--- config.mk ---
export PLATFORM = sky130hd
export DESIGN_NAME = pipe_rcla_adder_flat
export DESIGN_NICKNAME = d
export VERILOG_FILES = /design/src/rtl/pipe_rcla_adder_if.sv /design/src/rtl/pipe_rcla_adder.sv /design/src/flat_wrapper.sv
export SDC_FILE = /design/constraint.sdc
export NUM_CORES = 1
export LEC_CHECK = 0
export BUFFER_PORTS_ARGS = -buffer_cell sky130_fd_sc_hd__buf_4
export CAP_MARGIN = 25
export CORE_UTILIZATION = 43
export CTS_BUF_LIST = sky130_fd_sc_hd__clkbuf_4
export CTS_CLUSTER_DIAMETER = 30
export DETAILED_ROUTE_END_ITERATION = 8
export HOLD_SLACK_MARGIN = 0.12
export PLACE_DENSITY = 0.64
export SKIP_LAST_GASP = 1
export SLEW_MARGIN = 20
export SYNTH_ARGS = -nofsm -noshare
export SYNTH_HDL_FRONTEND = slang
export SYNTH_SLANG_ARGS = --single-unit
--- constraint.sdc ---
create_clock -name clk -period 3.7 [get_ports clk]
set_clock_uncertainty 0.05 [all_clocks]
set_input_delay 0.185 -clock clk [delete_from_list [all_inputs] [get_ports clk]]
set_output_delay 0.185 -clock clk [all_outputs]
set_load 0.05 [all_outputs]
--- src/rtl/pipe_rcla_adder_if.sv ---
// Operand/result handshake bundle for pipe_rcla_adder.
// master = producer/consumer side, slave = adder side.
interface pipe_rcla_adder_if #(
  parameter int WIDTH = 9
);
  logic             in_valid;
  logic             in_ready;
  logic [WIDTH-1:0] x;
  logic [WIDTH-1:0] y;
  logic             cin;
  logic             sub;
  logic             out_valid;
  logic             out_ready;
  logic [WIDTH:0]   s;

  modport master (
    output in_valid, x, y, cin, sub, out_ready,
    input  in_ready, out_valid, s
  );

  modport slave (
    input  in_valid, x, y, cin, sub, out_ready,
    output in_ready, out_valid, s
  );
endinterface

--- src/rtl/pipe_rcla_adder.sv ---
// Pipelined ripple-block carry look-ahead adder/subtractor.
// One register stage after every BPS look-ahead blocks.
module pipe_rcla_adder #(
  parameter int WIDTH = 9,
  parameter int BLK   = 4,
  parameter int BPS   = 1
) (
  input  logic            clk,
  input  logic            rst_n,
  pipe_rcla_adder_if.slave bus
);
  localparam int NB = (WIDTH + BLK - 1) / BLK;
  localparam int NS = (NB + BPS - 1) / BPS;

  logic             vld_q [NS];
  logic             vld_d [NS];
  logic [WIDTH-1:0] x_q   [NS];
  logic [WIDTH-1:0] x_d   [NS];
  logic [WIDTH-1:0] y_q   [NS];
  logic [WIDTH-1:0] y_d   [NS];
  logic [WIDTH-1:0] sum_q [NS];
  logic [WIDTH-1:0] sum_d [NS];
  logic             cy_q  [NS];
  logic             cy_d  [NS];

  logic             vin   [NS];
  logic [WIDTH-1:0] xin   [NS];
  logic [WIDTH-1:0] yin   [NS];
  logic [WIDTH-1:0] sin   [NS];
  logic             cin_s [NS];

  logic adv;

  assign adv           = ~vld_q[NS-1] | bus.out_ready;
  assign bus.in_ready  = adv;
  assign bus.out_valid = vld_q[NS-1];
  assign bus.s         = {cy_q[NS-1], sum_q[NS-1]};

  always_comb begin
    vin[0]   = bus.in_valid;
    xin[0]   = bus.x;
    yin[0]   = bus.sub ? ~bus.y : bus.y;
    sin[0]   = '0;
    cin_s[0] = bus.sub | bus.cin;
    for (int k = 1; k < NS; k++) begin
      vin[k]   = vld_q[k-1];
      xin[k]   = x_q[k-1];
      yin[k]   = y_q[k-1];
      sin[k]   = sum_q[k-1];
      cin_s[k] = cy_q[k-1];
    end
  end

  always_comb begin
    logic [WIDTH-1:0] si;
    logic c_run, bc, gg, pp, ci, g, p;
    si    = '0;
    c_run = 1'b0;
    bc    = 1'b0;
    gg    = 1'b0;
    pp    = 1'b1;
    ci    = 1'b0;
    g     = 1'b0;
    p     = 1'b0;
    for (int k = 0; k < NS; k++) begin
      si    = sin[k];
      c_run = cin_s[k];
      bc    = c_run;
      gg    = 1'b0;
      pp    = 1'b1;
      for (int i = 0; i < WIDTH; i++) begin
        if ((i / BLK) / BPS == k) begin
          // gg/pp: group generate/propagate of block bits below i
          if (i % BLK == 0) begin
            bc = c_run;
            gg = 1'b0;
            pp = 1'b1;
          end
          g     = xin[k][i] & yin[k][i];
          p     = xin[k][i] ^ yin[k][i];
          ci    = gg | (pp & bc);
          si[i] = p ^ ci;
          gg    = g | (p & gg);
          pp    = pp & p;
          if ((i % BLK == BLK - 1) ||
              (i == WIDTH - 1)) begin
            c_run = gg | (pp & bc);
          end
        end
      end
      vld_d[k] = vin[k];
      // payload only moves with a real beat so s holds across bubbles
      x_d[k]   = vin[k] ? xin[k] : x_q[k];
      y_d[k]   = vin[k] ? yin[k] : y_q[k];
      sum_d[k] = vin[k] ? si     : sum_q[k];
      cy_d[k]  = vin[k] ? c_run  : cy_q[k];
    end
  end

  always_ff @(posedge clk) begin
    if (!rst_n) begin
      for (int k = 0; k < NS; k++) begin
        vld_q[k] <= 1'b0;
        x_q[k]   <= '0;
        y_q[k]   <= '0;
        sum_q[k] <= '0;
        cy_q[k]  <= 1'b0;
      end
    end else if (adv) begin
      for (int k = 0; k < NS; k++) begin
        vld_q[k] <= vld_d[k];
        x_q[k]   <= x_d[k];
        y_q[k]   <= y_d[k];
        sum_q[k] <= sum_d[k];
        cy_q[k]  <= cy_d[k];
      end
    end
  end
endmodule

--- src/flat_wrapper.sv ---
// flat-port wrapper written by rule: the top's interface ports become plain ports
module pipe_rcla_adder_flat 
#(
  parameter int WIDTH = 9,
  parameter int BLK   = 4,
  parameter int BPS   = 1
)
  (clk, rst_n, bus_in_valid, bus_x, bus_y, bus_cin, bus_sub, bus_out_ready, bus_in_ready, bus_out_valid, bus_s);
  pipe_rcla_adder_if #(.WIDTH(WIDTH)) bus_i ();
  input  logic clk;
  input  logic rst_n;
  input wire logic [$bits(bus_i.in_valid)-1:0] bus_in_valid;
  input wire logic [$bits(bus_i.x)-1:0] bus_x;
  input wire logic [$bits(bus_i.y)-1:0] bus_y;
  input wire logic [$bits(bus_i.cin)-1:0] bus_cin;
  input wire logic [$bits(bus_i.sub)-1:0] bus_sub;
  input wire logic [$bits(bus_i.out_ready)-1:0] bus_out_ready;
  output wire logic [$bits(bus_i.in_ready)-1:0] bus_in_ready;
  output wire logic [$bits(bus_i.out_valid)-1:0] bus_out_valid;
  output wire logic [$bits(bus_i.s)-1:0] bus_s;
  assign bus_i.in_valid = bus_in_valid;
  assign bus_i.x = bus_x;
  assign bus_i.y = bus_y;
  assign bus_i.cin = bus_cin;
  assign bus_i.sub = bus_sub;
  assign bus_i.out_ready = bus_out_ready;
  assign bus_in_ready = bus_i.in_ready;
  assign bus_out_valid = bus_i.out_valid;
  assign bus_s = bus_i.s;
  pipe_rcla_adder #(.WIDTH(WIDTH), .BLK(BLK), .BPS(BPS)) u_core (.clk(clk), .rst_n(rst_n), .bus(bus_i));
endmodule
==> results <==
- The number of input and output port buffers inserted is 35.
- Clock-pin slew was measured on the worst setup and hold paths at 110 ps.
- Of the total power, the clock network draws 20.7%.
- The fraction of post-synthesis cell area in the top cell type by area is 60.3%.
- The routability congestion estimate is 0.713.
- Setup repair after global routing left no endpoint under its margin.
- The design internal power is 709 uW.
- Global routing used 5.09% of the available met3 tracks.
- Max-cap violations in this run came to 0.
- Once layout is complete, the cells apart from fillers number 244.
- The number of different library cells in the post-synthesis netlist is 29.
- The post-route netlist has 25.0% of its cells at a drive strength greater than 1.
- The placed cell area is 0.00221 mm^2.
- For this run, the total global-route usage over all layers was measured as 13.8%.
- For this run, the top clock speed supported by timing is 618 MHz.
- The clock latency of the later-clocked register in the worst-skew pair is 340 ps.
- The clock root buffer is sky130_fd_sc_hd__clkbuf_4.
- The number of post-CTS setup repair buffers is 0.
- The final standard cell area without fillers is 0.00236 mm^2.
- Of all nets on the critical path, the largest fanout is 35.
- After global routing, the most crowded layer is met2.
- In this run, post-CTS hold repair placed 9 buffers.
- After synthesis the cells add up to 0.00194 mm^2.
- The sum of negative setup slack is 0 ps.
- In this run, CTS created clock tree buffers numbering 5.
- The floorplan step set the die height to 69.2 um.
- The H-tree level count is 2.
- The total area of multi-input combinational cells is 683 um^2.
- The slowest stage of the critical path is the sky130_fd_sc_hd__edfxtp_1 cell.
- The delay of the slowest cell on the worst path is 460 ps.
- The area growth from synthesis to layout is 21.5%.
- The number of nets handed over by synthesis was 184.
- The share of async-settable or async-resettable flops after synthesis is 0%.
- For this run, the leading register cell type out of synthesis is sky130_fd_sc_hd__edfxtp_1.
- The met1 track demand over resource in global routing is 15.5%.
- In this run the standard cell core region covers 0.00435 mm^2.
- The total of warnings raised by yosys is 0.
- The die outline area is 0.00479 mm^2.
- The initial antenna violation count is 0.
- Of the total power, the share spent switching nets is 27.6%.
- Cells fill 54.2% of the core in the end.
- No sink is reached through more buffers than the 2 on the longest clock path.
- Measured against its own limit, the worst slew margin works out to 72.0%.
- The proportion of synthesized chip area in sequential cells is 60.3%.
- The sequential cell area is 0.00117 mm^2.
- The period utilization is 43.7%.
- The arrival time reported for the critical path endpoint is 1570 ps.
- The cell seen most often among critical-path stages is sky130_fd_sc_hd__nand2_1.
- The worst register-to-register path has a depth of 3.
- TritonCTS built the clock tree.
- Summed over all nets, the switching power comes to 270 uW.
- The critical path runs through a total of 3 cells.
- After detailed routing, the total wire length is 3.02 mm.
- The total overflow left after global routing is 0.
- The net count of the finished layout is 226.
- The number of antenna cells inserted is 0.
- At the worst endpoint, the required time is 3650 ps.
- The biggest area contributor in the post-synthesis netlist is sky130_fd_sc_hd__edfxtp_1.
- The sequential group share of total power is 57.1%.
- The cell class contributing the biggest share of worst-path delay is simple AND/OR/NAND/NOR gates.
- The initial detailed-routing violation count is 40.
- The final count of pins violating max slew is 0.
- Setup violations remaining at the end of the flow were counted as 0.
- The static leakage is 0.00107 uW.
- The wire length of the first global-routing pass is 5.05 mm.
- Counting instances, the worst hold path has a depth of 3.
- In the post-synthesis netlist, the biggest area contributors are sky130_fd_sc_hd__edfxtp_1 (60%), sky130_fd_sc_hd__and3_1 (8.0%), sky130_fd_sc_hd__ha_1 (5.2%).
- The number of antenna-violating nets in the routed design is 0.
- The number of instances resized during post-cts repair is 0.
- In this run, synthesis produced a sequential element count of 39.
- The final count of hold timing violations is 0.
- The half-perimeter wire length after detailed placement is 2.10 mm.
- The number of buffers and inverters on the critical path is 0.
- The largest net degree at the start of global routing is 38.
- Once the floorplan was initialized, standard cells occupied 44.6% of the core.
- The commonest cells after synthesis are sky130_fd_sc_hd__edfxtp_1 (39), sky130_fd_sc_hd__and3_1 (25), sky130_fd_sc_hd__nor2_1 (11), sky130_fd_sc_hd__nand2_1 (9), sky130_fd_sc_hd__ha_1 (8).
- Dividing total power by cell area gives a power density of 415 mW/mm^2.
- The mean post-synth cell area is 13.0 um^2.
- Yosys mapped a number of flops with a built-in enable equal to 39.
- After detailed routing, the average wire length per cell comes to 12.4 um.
- The worst setup path is captured at a flip-flop.
- The number of iterations in the first detailed-routing pass is 4.
- Combinational logic burns 22.2% of the power.
- The start-to-end type of the worst setup path is flip-flop to flip-flop.
- The cell with the most instances after synthesis is sky130_fd_sc_hd__edfxtp_1.
- After detailed placement, the design holds a cell count of 226.
- The transition time of the tightest slew-check pin is 419 ps.
- For the finished layout, the period the worst path requires is 1620 ps.
- The met2 routing resource usage after global routing is 22.3%.
- The path type of the worst min-delay path is primary input to flip-flop.
- Synthesis produced a netlist whose cell count is 149.
- The number of vias after detailed routing is 1210.
- For this design the top-level I/O count stands at 36.
- The cell row count is 24.
- The nature of the critical path startpoint is a flip-flop.
- The via count of the first global-routing pass is 1189.
- The run finished with clean final reports.
- Counting every sink on the clock net gives 39.
- The die is 69.2 um wide.
- For this run, design rule violations remaining after detail routing come to 0.
- Counting the fill cells in the layout gives 363.
- The worst-case hold slack is 141 ps.
- The number of vias per cell after detailed routing is 4.96.
- Walking the worst path, the cells encountered are nand2b_4 -> nand2_1 -> nand2_1.
- IR analysis of the VDD net gives a maximum drop of 160 uV.
-- power groups by stage --
stage,Combinational (uW),Clock (uW),Sequential [uW]
after floorplan,111,0,609
after global placement,202,0,568
after detailed placement,210,0,570
after CTS,219,209,560
after global routing,237,229,565
final,217,203,559
-- worst min-delay path, delay by kind of cell --
| family | cells | cell delay, ps |
|---|---|---|
| buffers and inverters | 1 | 90 |
| and+or+nand+nor | 1 | 90 |
| xor gates and xnor gates | 1 | 50 |
-- layout by cell type (no fill, tap or decap), types with 6 or more instances in the layout --
cell and n:
sky130_fd_sc_hd__edfxtp_1 39, sky130_fd_sc_hd__buf_4 35, sky130_fd_sc_hd__and3_1 25, sky130_fd_sc_hd__nor2_1 11, sky130_fd_sc_hd__dlygate4sd3_1 10, sky130_fd_sc_hd__nand2_1 9
sky130_fd_sc_hd__ha_1 8, sky130_fd_sc_hd__inv_1 7, sky130_fd_sc_hd__xor2_1 6
-- metal layers --
layer / vias up / wire (um)
met1: 542 / 1360
met4: 0 / 58
met3: 5 / 182
met5: - / 0
li1: 622 / -
met2: 41 / 1420
-- registers in the layout (all words and copies together) (netlist names) --
name          cells
u_core.x_q        6
u_core.sum_q     21
u_core.y_q        6
u_core.cy_q       3
u_core.vld_q      3
-- path summary, 6_finish.rpt --
kind                                                  startpoint                                to  slack (ps)
worst max register to register  u_core.vld_q[0][2]$_SDFFCE_PN0P_    u_core.x_q[0][4]$_SDFFCE_PP0P_        2080
worst min-delay path                                    bus_y[5]    u_core.y_q[0][5]$_SDFFCE_PP0P_         140
worst min register to register  u_core.sum_q[0][0]$_SDFFCE_PN0P_  u_core.sum_q[0][9]$_SDFFCE_PN0P_         510
worst max-delay path            u_core.vld_q[0][2]$_SDFFCE_PN0P_    u_core.x_q[0][4]$_SDFFCE_PP0P_        2080
-- logic make-up (layout without fill, tap and decap cells) --
group	count (synthesis)	after routing	synth area share [%]
AOI/OAI and AO/OA	14	14	5.54
xor gates and xnor gates	11	11	4.96
adders and majority gates	11	11	8.24
buffers and inverters	17	60	4.57
DFF	39	39	60.3
muxes	2	2	1.03
and+or+nand+nor	55	55	15.4
-- layout make-up --
class,instances,share of cell area [%]
Sequential cell,39,49.6
Multi-Input combinational cell,93,28.9
Timing Repair Buffer,45,15.4
Tap cell,52,2.76
Clock buffer,5,1.59
Inverter,7,1.11
Clock inverter,3,0.636
-- stage by stage --
stage | setup WS (ps) | power (uW)
after floorplan | 1910 | 720
after global placement | 2020 | 770
after detailed placement | 1960 | 780
after CTS | 2050 | 988
after global routing | 1960 | 1030
final | 2080 | 979
Note: power is estimated with default switching activity, not from simulation.
